[config.mk]
export PLATFORM = sky130hd
export DESIGN_NAME = wb_arbiter
export DESIGN_NICKNAME = d
export VERILOG_FILES = /design/src/rtl/riscv_pkg.sv /design/src/rtl/wb_fifo.sv /design/src/rtl/wb_arbiter.sv
export SDC_FILE = /design/constraint.sdc
export NUM_CORES = 1
export LEC_CHECK = 0
export ABC_AREA = 1
export CORE_ASPECT_RATIO = 0.9
export CORE_UTILIZATION = 40
export CTS_BUF_LIST = sky130_fd_sc_hd__clkbuf_16
export DETAILED_ROUTE_END_ITERATION = 12
export PLACE_DENSITY = 0.67
export SKIP_LAST_GASP = 1
export SLEW_MARGIN = 20
export SYNTH_ARGS = -nofsm -noshare
export SYNTH_HDL_FRONTEND = slang
export SYNTH_SLANG_ARGS = --single-unit
[constraint.sdc]
create_clock -name clk -period 3.2 [get_ports clk]
set_clock_uncertainty 0.2 [all_clocks]
set_input_delay 0.64 -clock clk [delete_from_list [all_inputs] [get_ports clk]]
set_output_delay 0.64 -clock clk [all_outputs]
set_load 0.01 [all_outputs]
[src/rtl/riscv_pkg.sv]
// Shared register-file constants and the writeback entry format used by the
// writeback arbiter and its source-B queue.
package riscv_pkg;

    localparam int XLEN       = 32;
    localparam int REG_ADDR_W = 5;
    localparam int NUM_REGS   = 32;

    // One queued multi-cycle result: destination register plus its data.
    typedef struct packed {
        logic [REG_ADDR_W-1:0] rd;
        logic [XLEN-1:0]       data;
    } wb_entry_t;

endpackage

[src/rtl/wb_fifo.sv]
// Synchronous FIFO with push/pop/full/empty and a look-ahead head output.
// Pushing while full and popping while empty are ignored.
module wb_fifo #(
    parameter int WIDTH = 37,
    parameter int DEPTH = 4
) (
    input  logic             clk,
    input  logic             rst,
    input  logic             push,
    input  logic             pop,
    input  logic [WIDTH-1:0] din,
    output logic             full,
    output logic             empty,
    output logic [WIDTH-1:0] head
);

    localparam int PTR_W = $clog2(DEPTH);
    localparam int CNT_W = PTR_W + 1;

    logic [WIDTH-1:0] mem [DEPTH];
    logic [PTR_W-1:0] wr_ptr;
    logic [PTR_W-1:0] rd_ptr;
    logic [CNT_W-1:0] count;
    logic             do_push;
    logic             do_pop;

    assign full    = (count == CNT_W'(DEPTH));
    assign empty   = (count == '0);
    assign head    = mem[rd_ptr];
    assign do_push = push && !full;
    assign do_pop  = pop && !empty;

    // Pointer and occupancy bookkeeping; pointers wrap because DEPTH is a power of 2.
    always_ff @(posedge clk) begin
        // NOTE: state registers use non-blocking assignments so every flop samples pre-edge values.
        if (!rst) begin
            wr_ptr <= '0;
            rd_ptr <= '0;
            count  <= '0;
        end else begin
            if (do_push) wr_ptr <= wr_ptr + PTR_W'(1);
            if (do_pop)  rd_ptr <= rd_ptr + PTR_W'(1);
            case ({do_push, do_pop})
                2'b10:   count <= count + CNT_W'(1);
                2'b01:   count <= count - CNT_W'(1);
                default: count <= count;
            endcase
        end
    end

    // Entry storage, written at the tail on an accepted push.
    always_ff @(posedge clk) begin
        // NOTE: storage is not reset; occupancy alone decides which entries are valid.
        if (do_push) mem[wr_ptr] <= din;
    end

endmodule

[src/rtl/wb_arbiter.sv]
// Register-file write-port arbiter: in-order pipeline writeback (A) has strict
// priority over queued multi-cycle results (B). Also tracks which registers
// still await a B result so decode can stall on RAW hazards.
module wb_arbiter #(
    parameter int XLEN    = riscv_pkg::XLEN,
    parameter int B_DEPTH = 4
) (
    input  logic                            clk,
    input  logic                            rst,
    input  logic                            a_valid,
    input  logic [riscv_pkg::REG_ADDR_W-1:0] a_rd,
    input  logic [XLEN-1:0]                 a_data,
    input  logic                            b_valid,
    output logic                            b_ready,
    input  logic [riscv_pkg::REG_ADDR_W-1:0] b_rd,
    input  logic [XLEN-1:0]                 b_data,
    input  logic                            iss_valid,
    input  logic [riscv_pkg::REG_ADDR_W-1:0] iss_rd,
    input  logic [riscv_pkg::REG_ADDR_W-1:0] rs1,
    input  logic [riscv_pkg::REG_ADDR_W-1:0] rs2,
    output logic                            stall,
    output logic                            WE3,
    output logic [riscv_pkg::REG_ADDR_W-1:0] A3,
    output logic [XLEN-1:0]                 WD3
);

    import riscv_pkg::*;

    wb_entry_t                b_entry;
    wb_entry_t                head;
    logic                     fifo_full;
    logic                     fifo_empty;
    logic                     a_claim;
    logic                     b_push;
    logic                     b_pop;
    logic [NUM_REGS-1:1]      busy_q;
    logic [NUM_REGS-1:0]      busy;
    logic [NUM_REGS-1:0]      busy_nxt;

    assign b_entry.rd   = b_rd;
    assign b_entry.data = b_data;

    // x0 writes from A are dropped, leaving the port free for B.
    assign a_claim = a_valid && (a_rd != '0);
    assign b_ready = !fifo_full;
    assign b_push  = b_valid && b_ready;
    assign b_pop   = !a_claim && !fifo_empty;

    wb_fifo #(
        .WIDTH ($bits(wb_entry_t)),
        .DEPTH (B_DEPTH)
    ) u_b_fifo (
        .clk   (clk),
        .rst   (rst),
        .push  (b_push),
        .pop   (b_pop),
        .din   (b_entry),
        .full  (fifo_full),
        .empty (fifo_empty),
        .head  (head)
    );

    // Register the winning write; A/D hold their last value on idle cycles.
    always_ff @(posedge clk) begin
        if (!rst) begin
            WE3 <= 1'b0;
            A3  <= '0;
            WD3 <= '0;
        end else if (a_claim) begin
            WE3 <= 1'b1;
            A3  <= a_rd;
            WD3 <= a_data;
        end else if (b_pop) begin
            WE3 <= (head.rd != '0);
            A3  <= head.rd;
            WD3 <= head.data;
        end else begin
            WE3 <= 1'b0;
        end
    end

    // Register 0 is never pending, so its busy bit is a constant zero.
    assign busy  = {busy_q, 1'b0};
    assign stall = busy[rs1] | busy[rs2];

    // Next scoreboard state: clear on a B write, then a same-cycle issue re-sets it.
    always_comb begin
        // NOTE: combinational logic uses blocking assignments with a full default first, so no latch is inferred.
        busy_nxt = busy;
        if (b_pop && head.rd != '0) busy_nxt[head.rd] = 1'b0;
        if (iss_valid && iss_rd != '0) busy_nxt[iss_rd] = 1'b1;
    end

    // Scoreboard state register.
    always_ff @(posedge clk) begin
        if (!rst) busy_q <= '0;
        else      busy_q <= busy_nxt[NUM_REGS-1:1];
    end

endmodule

==> summary.md, run 1 <==
| Metric | Value |
|---|---|
| Portion of netlist area occupied by mux cells | `0%` |
| Synthesis-to-finish area growth | `26.7%` |
| Pleak | `4.53 nW` |
| GRT Resource Usage Total | `19.5%` |
| Diode count | `0` |
| Routed vias | `7756` |
| Max-cap violations | `0` |
| Fraction of the mapped netlist area in compound gates | `13.9%` |
| Placed cell count | `1455` |
| Synth Area in XOR/XNOR | `0%` |
| Initial core utilization | `40.8%` |
| Reg clk slew, reported paths | `0.06 ns` |
| Die Height | `151 um` |
| TritonRoute pass-1 iters | `5` |
| Share of layout cells above drive strength 1 | `10.9%` |
| Final RePlAce weighted congestion | `0.853` |
| Unrepaired setup endpoints after global routing | `no` |
| Final wirelength | `24600 um` |
| Simple-gate share of the synthesized area | `19.9%` |
| CTS sink cnt | `226` |
| Worst R2R Setup Slack | `0.93 ns` |
| Final worst slack | `0.228 ns` |
| Endpoints failing setup | `0` |
| Mapped Area | `9890 sq um` |
| Critical Path AT | `2.13 ns` |
| Total power | `0.00865 W` |
| CTS HTree Levels | `1` |
| Adder and majority gate portion of the synthesized area | `0.835%` |
| Slew margin rel. | `49.7%` |
| First-pass GRT wire length | `38800 um` |
| Mapped Cells | `1039` |
| Worst Tran Pin Value | `0.754 ns` |
| Largest family of logic cells by synthesized area | `simple AND/OR/NAND/NOR gates` |
| Crit-path max FO | `7` |
| Setup bufs post-CTS | `0` |
| Critical Path Sink Type | `primary output` |
| Post-cts sizing count | `10` |
| Largest net degree at the start of global routing | `60` |
| Hold Crit Class | `register to register` |
| Row Count | `54` |
| Hold Slack | `0.269 ns` |
| Pre-CTS setup slack | `-0.119 ns` |
| Fin. max-slew vios | `0` |
| Post-layout util | `51.7%` |
| Avg Cell Area, Syn | `9.52 sq um` |
| Die X | `168 um` |
| Synth cell types | `29` |
| Status | `finished clean` |
| Setup Crit Path Kind | `input port to primary output` |
| TritonCTS Buffers | `25` |
| DR vias/cell | `5.16` |
| Pwr dens | `690 nW/um^2` |
| CP startpoint kind | `input port` |
| Total grt overflow | `0` |
| #FFs+latches synth | `226` |
| Root Driver | `clkbuf_16` |
| Core Area | `24300 sq um` |
| DP HPWL | `15900 um` |
| Period utilisation layout | `92.9%` |
| Ports | `134` |
| Finished Layout Cells | `1503` |
| Post-DR wirelength/cell | `16.4 um` |
| Clk Latency, worst-skew pair | `0.53 ns` |
| DR iter-0 viols | `589` |
| Post-CTS Hold Buffers | `0` |
| Register area share after synthesis | `60.7%` |
| Final hold vios | `0` |
| Die area | `25400 sq um` |
| Port Buffers | `133` |
| Crit path time final | `2.97 ns` |
| Final ANT Viol Nets | `0` |
| Syn Nets | `1139` |
| CTS tree | `done` |
| Required @ worst endpoint | `2.36 ns` |
| Maximum clock path buffer count | `3` |
| VDD IR max | `0.000459 V` |
| Syn. warnings | `0` |
| Nets@finish | `1276` |
| Max Fclk | `0.336 GHz` |
| Drt drc | `0` |
| Vias in the first global route | `7385` |
| Initial antenna violation count | `0` |
layout by cell type (no fill, tap or decap), types with 7 or more instances in the layout:
| master | count |
|---|---|
| a21oi_1 | 67 |
| a21oi_2 | 17 |
| buf_12 | 9 |
| buf_4 | 19 |
| clkbuf_16 | 25 |
| clkdlybuf4s50_1 | 129 |
| dfxtp_1 | 77 |
| edfxtp_1 | 148 |
| inv_1 | 51 |
| nand2_1 | 244 |
| nand2_2 | 7 |
| nand3_1 | 60 |
| nand3_2 | 21 |
| nor2_1 | 99 |
| nor3_1 | 11 |
| o211ai_1 | 8 |
| o21ai_0 | 123 |
| o221ai_1 | 7 |
| o22ai_1 | 17 |
where the power goes:
group	switching (W)	internal, W
Combinational	0.00147	0.000840
Clock	0.00114	0.00160
Sequential	0.000140	0.00346
Total	0.00275	0.00589
path summary, 6_finish.rpt:
path | from | endpoint | cells after the start
worst min-delay path | u_b_fifo.rd_ptr[0] | register | 1
worst max register to register | register | busy_q[22] | 10
worst max-delay path | rs2[1] | stall | 11
worst min register to register | u_b_fifo.rd_ptr[0] | register | 1
metrics by stage:
step | TNS, ns | area, sq um
floorplan | 0 | 9890
global placement | -0.105 | 11700
detailed placement | -0.119 | 11700
CTS | 0 | 12500
global route | 0 | 12500
finish | 0 | 12500
registers in the layout, indices dropped and copies added, names as in the netlist, named ones only:
name             count
u_b_fifo.count       3
WE3                  1
A3                   5
u_b_fifo.rd_ptr      2
u_b_fifo.mem       148
busy_q              31
u_b_fifo.wr_ptr      2
WD3                 32
cells in the mapped netlist, drive strengths merged:
| cell type | instances | area [sq um] |
|---|---|---|
| dfxtp | 78 | 1560 |
| nor3 | 11 | 55.1 |
| o211ai | 8 | 60.1 |
| o22ai | 17 | 106 |
| inv | 52 | 195 |
| clkbuf | 29 | 109 |
| nand3 | 81 | 510 |
| nand2 | 253 | 982 |
| ha | 5 | 62.6 |
| buf | 26 | 156 |
| edfxtp | 148 | 4440 |
| o221ai | 7 | 61.3 |
| a31oi | 4 | 25.0 |
| fa | 1 | 20.0 |
| nand3b | 2 | 15.0 |
| a21oi | 84 | 484 |
| o21ai | 126 | 631 |
| a31o | 1 | 8.76 |
| clkinv | 1 | 3.75 |
| nor2 | 105 | 402 |
routing by layer:
| metal | up-vias | part of all wire [%] | track usage, % |
|---|---|---|---|
| met3 | 34 | 6.7 | 3.50 |
| li1 | 3861 | - | - |
| met2 | 246 | 45 | 31.7 |
| met4 | 0 | 2.3 | 6.33 |
| met1 | 3615 | 46 | 26.4 |
| met5 | - | 0 | 0 |
cell families (layout without fill, tap and decap cells):
family	Yosys count	in the layout
adder cells (fa/ha/maj)	6	6
buffers and inverters	108	264
flip-flops	226	226
AO/OA/AOI/OAI	247	247
AND/OR/NAND/NOR	452	452
worst max-delay path, stage by stage:
cell and delay, ns:
clkdlybuf4s50_1 0.49, buf_4 0.16, o21ai_0 0.09, o22ai_1 0.16
nand2_1 0.06, nand2_1 0.07, nand2_1 0.05, nand2_1 0.05
nand2_1 0.05, nand2_1 0.04, dlygate4sd2_1 0.26
final cells by class:
cell class | count | area [sq um]
multi-input cells | 705 | 3460
inverters | 53 | 199
repair buffers | 165 | 1680
clock inverters | 21 | 174
well taps | 308 | 385
flip-flops and latches | 226 | 6010
fillers | 2154 | 11700
clock buffers | 25 | 626
Note: power is estimated with default switching activity, not from simulation.
==> run 2: changes to the inputs <==
REMOVE_ABC_BUFFERS = 1   (was default)
==> run 2 against run 1 <==
Compared with the run above: wire length increased by 2.2%; maximum frequency down 2.9%; global-route usage grew 0.26 points; largest cell class unchanged; sequential share of layout area rose by 0.26 points; hold slack worse by 0.016 ns; final area decreased by 0.52%; highest routed layer unchanged; cell count increased by 0.40%; flip-flop and latch count unchanged; combinational power grew 2%; first-iteration DRC count down 5.6%; clock power fell by 3%; clock-buffer cell count is 1 lower.
==> summary.md, run 2 (synthesized netlist as in run 1, its figures left out) <==
| Metric | Value |
|---|---|
| Clock power share | `30.8% (-0.9 points)` |
| Ports | `134 (unchanged)` |
| Met2 Track Usage GR | `33.3% (+1.6 points)` |
| Final wirelength | `25100 um (+2.2%)` |
| Reg clk slew, reported paths | `0.06 ns (about the same)` |
| DP HPWL | `16200 um (+2.2%)` |
| Die area | `25400 sq um (unchanged)` |
| Cell Int Power | `0.00583 W (-1.1%)` |
| GRT Resource Usage Total | `19.7% (+0.26 points)` |
| Die X | `168 um (unchanged)` |
| Pwr dens | `689 nW/um^2 (-0.10%)` |
| Endpoints failing setup | `0 (unchanged)` |
| Max-cap violations | `0 (unchanged)` |
| Sequential share of power | `41.8% (+0.2 points)` |
| TritonRoute pass-1 iters | `5 (unchanged)` |
| Crit-path max FO | `15 (+8)` |
| Maximum clock path buffer count | `3 (unchanged)` |
| Sequential Area | `6010 sq um (about the same)` |
| Period utilisation layout | `95.7% (+2.8 points)` |
| Root Driver | `clkbuf_16` |
| Worst Tran Pin Value | `0.723 ns (-0.0314 ns)` |
| Commonest non-fill, non-tap cells in the layout | `244 x nand2_1, 148 x edfxtp_1, 130 x clkdlybuf4s50_1` |
| Sw Pwr | `0.00277 W (+0.51%)` |
| Commonest non-fill, non-tap cell in the layout | `nand2_1` |
| First-pass GRT wire length | `39000 um (+0.52%)` |
| Core Area | `24300 sq um (unchanged)` |
| Row Count | `54 (unchanged)` |
| Share of layout cells above drive strength 1 | `11.2% (+0.29 points)` |
| DP Area | `11700 sq um (-0.12%)` |
| DR iter-0 viols | `556 (-5.6%)` |
| Final RePlAce weighted congestion | `0.888 (+4.1%)` |
| Nets@finish | `1282 (+0.47%)` |
| Pre-CTS setup slack | `-0.0927 ns (+0.0265 ns)` |
| Total grt overflow | `0 (unchanged)` |
| Fill cells | `2198 (+2.0%)` |
| VDD IR max | `0.000417 V (-9.2%)` |
| CTS sink cnt | `226 (unchanged)` |
| Critical Path AT | `2.22 ns (+0.09 ns)` |
| Post-CTS Hold Buffers | `0 (unchanged)` |
| DR vias/cell | `5.18 (+0.44%)` |
| Drt drc | `0 (unchanged)` |
| Vias in the first global route | `7401 (+0.22%)` |
| Max Fclk | `0.327 GHz (-2.9%)` |
| Required @ worst endpoint | `2.36 ns (about the same)` |
| Post-DR wirelength/cell | `16.6 um (+1.8%)` |
| Final hold vios | `0 (unchanged)` |
| CP startpoint kind | `input port` |
| CTS HTree Levels | `1 (unchanged)` |
| Final ANT Viol Nets | `0 (unchanged)` |
| Slew margin rel. | `51.6% (+2.0 points)` |
| Post-layout util | `51.4% (-0.27 points)` |
| Switching Share | `32.2% (+0.36 points)` |
| TritonCTS Buffers | `24 (-4.0%)` |
| Max FFs per register | `148 (unchanged)` |
| Multi-input logic area | `3460 sq um (unchanged)` |
| Combinational power share | `27.3% (+0.6 points)` |
| Status | `finished clean` |
| Largest net degree at the start of global routing | `65 (+8.3%)` |
| Routed vias | `7821 (+0.84%)` |
| Port Buffers | `133 (unchanged)` |
| GRT met1 Usage | `26.7% (+0.26 points)` |
| Synthesis-to-finish area growth | `26.1%` |
| Biggest regs | `u_b_fifo.mem (148), WD3 (32), busy_q (31)` |
| Fin. max-slew vios | `0 (unchanged)` |
| Unrepaired setup endpoints after global routing | `no` |
| Setup Crit Path Kind | `input port to primary output` |
| Pleak | `4.54 nW (+0.11%)` |
| GR peak layer | `met2` |
| Setup_tns | `0 ns (unchanged)` |
| CTS tree | `done` |
| Fin area | `12500 sq um (-0.52%)` |
| Die Height | `151 um (unchanged)` |
| Reg with most FFs | `u_b_fifo.mem` |
| Critical Path Sink Type | `primary output` |
| GR Util met3 | `2.90% (-0.60 points)` |
| Crit path time final | `3.06 ns (+0.0898 ns)` |
| Initial antenna violation count | `1 (+1)` |
| Initial core utilization | `40.8% (unchanged)` |
| Hold Crit Class | `register to register` |
| Final worst slack | `0.138 ns (-0.0898 ns)` |
| Clk Latency, worst-skew pair | `0.52 ns (about the same)` |
-- run 2: cell count changes in the layout (fill, tap and decap cells not counted), moves of 2 or more --
cell,delta
buf_12,-6
buf_4,+14
clkinv_2,+2
clkinvlp_4,-3
o21ai_0,-4
o21ai_1,+4
-- run 2: per-layer routing --
| metal | wire [um] | share of wire [%] | vias to the layer above |
|---|---|---|---|
| met4 | 513 | 2.0 | 0 |
| met1 | 11300 | 45 | 3695 |
| met2 | 11900 | 47 | 216 |
| met5 | 0 | 0 | - |
| li1 | - | - | 3877 |
| met3 | 1350 | 5.4 | 33 |
-- run 2: repair_timing --
item	4_1_cts	5_1_grt
resized for setup	6	4
buffers inserted	0	0
gates cloned	1	0
endpoints found under the setup margin	1	1
-- run 2: worst paths after layout --
kind	start	slack, ns	endpoint	cells past startpoint
setup / recovery	rs1[0]	0.14	stall	10
hold / removal	u_b_fifo.rd_ptr[1]	0.25	register	2
setup reg to reg	register	0.95	busy_q[20]	9
hold reg to reg	u_b_fifo.rd_ptr[1]	0.25	register	2
-- run 2: cell type report --
type,count,share of cell area (%)
well taps,308,3.09
multi-input cells,705,27.8
diodes,1,0.0201
inverters,53,1.60
clock inverters,20,1.24
flip-flops and latches,226,48.2
repair buffers,172,13.3
clock buffers,24,4.82
-- run 2: power by group through the flow --
stage,Sequential (W),Clock (W),Combinational [W]
after floorplan,0.00374,0,0.00117
after global placement,0.00365,0,0.00230
after detailed placement,0.00365,0,0.00235
after CTS,0.00360,0.00270,0.00236
after global routing,0.00363,0.00282,0.00260
final,0.00359,0.00265,0.00235
-- run 2: worst max-delay path, stage by stage --
cell and delay, ns:
clkdlybuf4s50_1 0.49, inv_1 0.10, buf_12 0.15, o21ai_0 0.16
o211ai_1 0.11, nand3_1 0.09, nand3_1 0.07, nand2_1 0.08
nand2_1 0.05, dlygate4sd2_1 0.27
-- run 2: through the flow --
| stage | power (W) | hold slack [ns] | std cells |
|---|---|---|---|
| 2_1_floorplan | 0.00492 | 0.236 | 984 |
| 3_3_place_gp | 0.00596 | 0.252 | 1463 |
| 3_5_place_dp | 0.00600 | 0.249 | 1463 |
| 4_1_cts | 0.00866 | 0.259 | 1508 |
| 5_1_grt | 0.00904 | 0.295 | 1508 |
| 6_report | 0.00859 | 0.252 | 1509 |
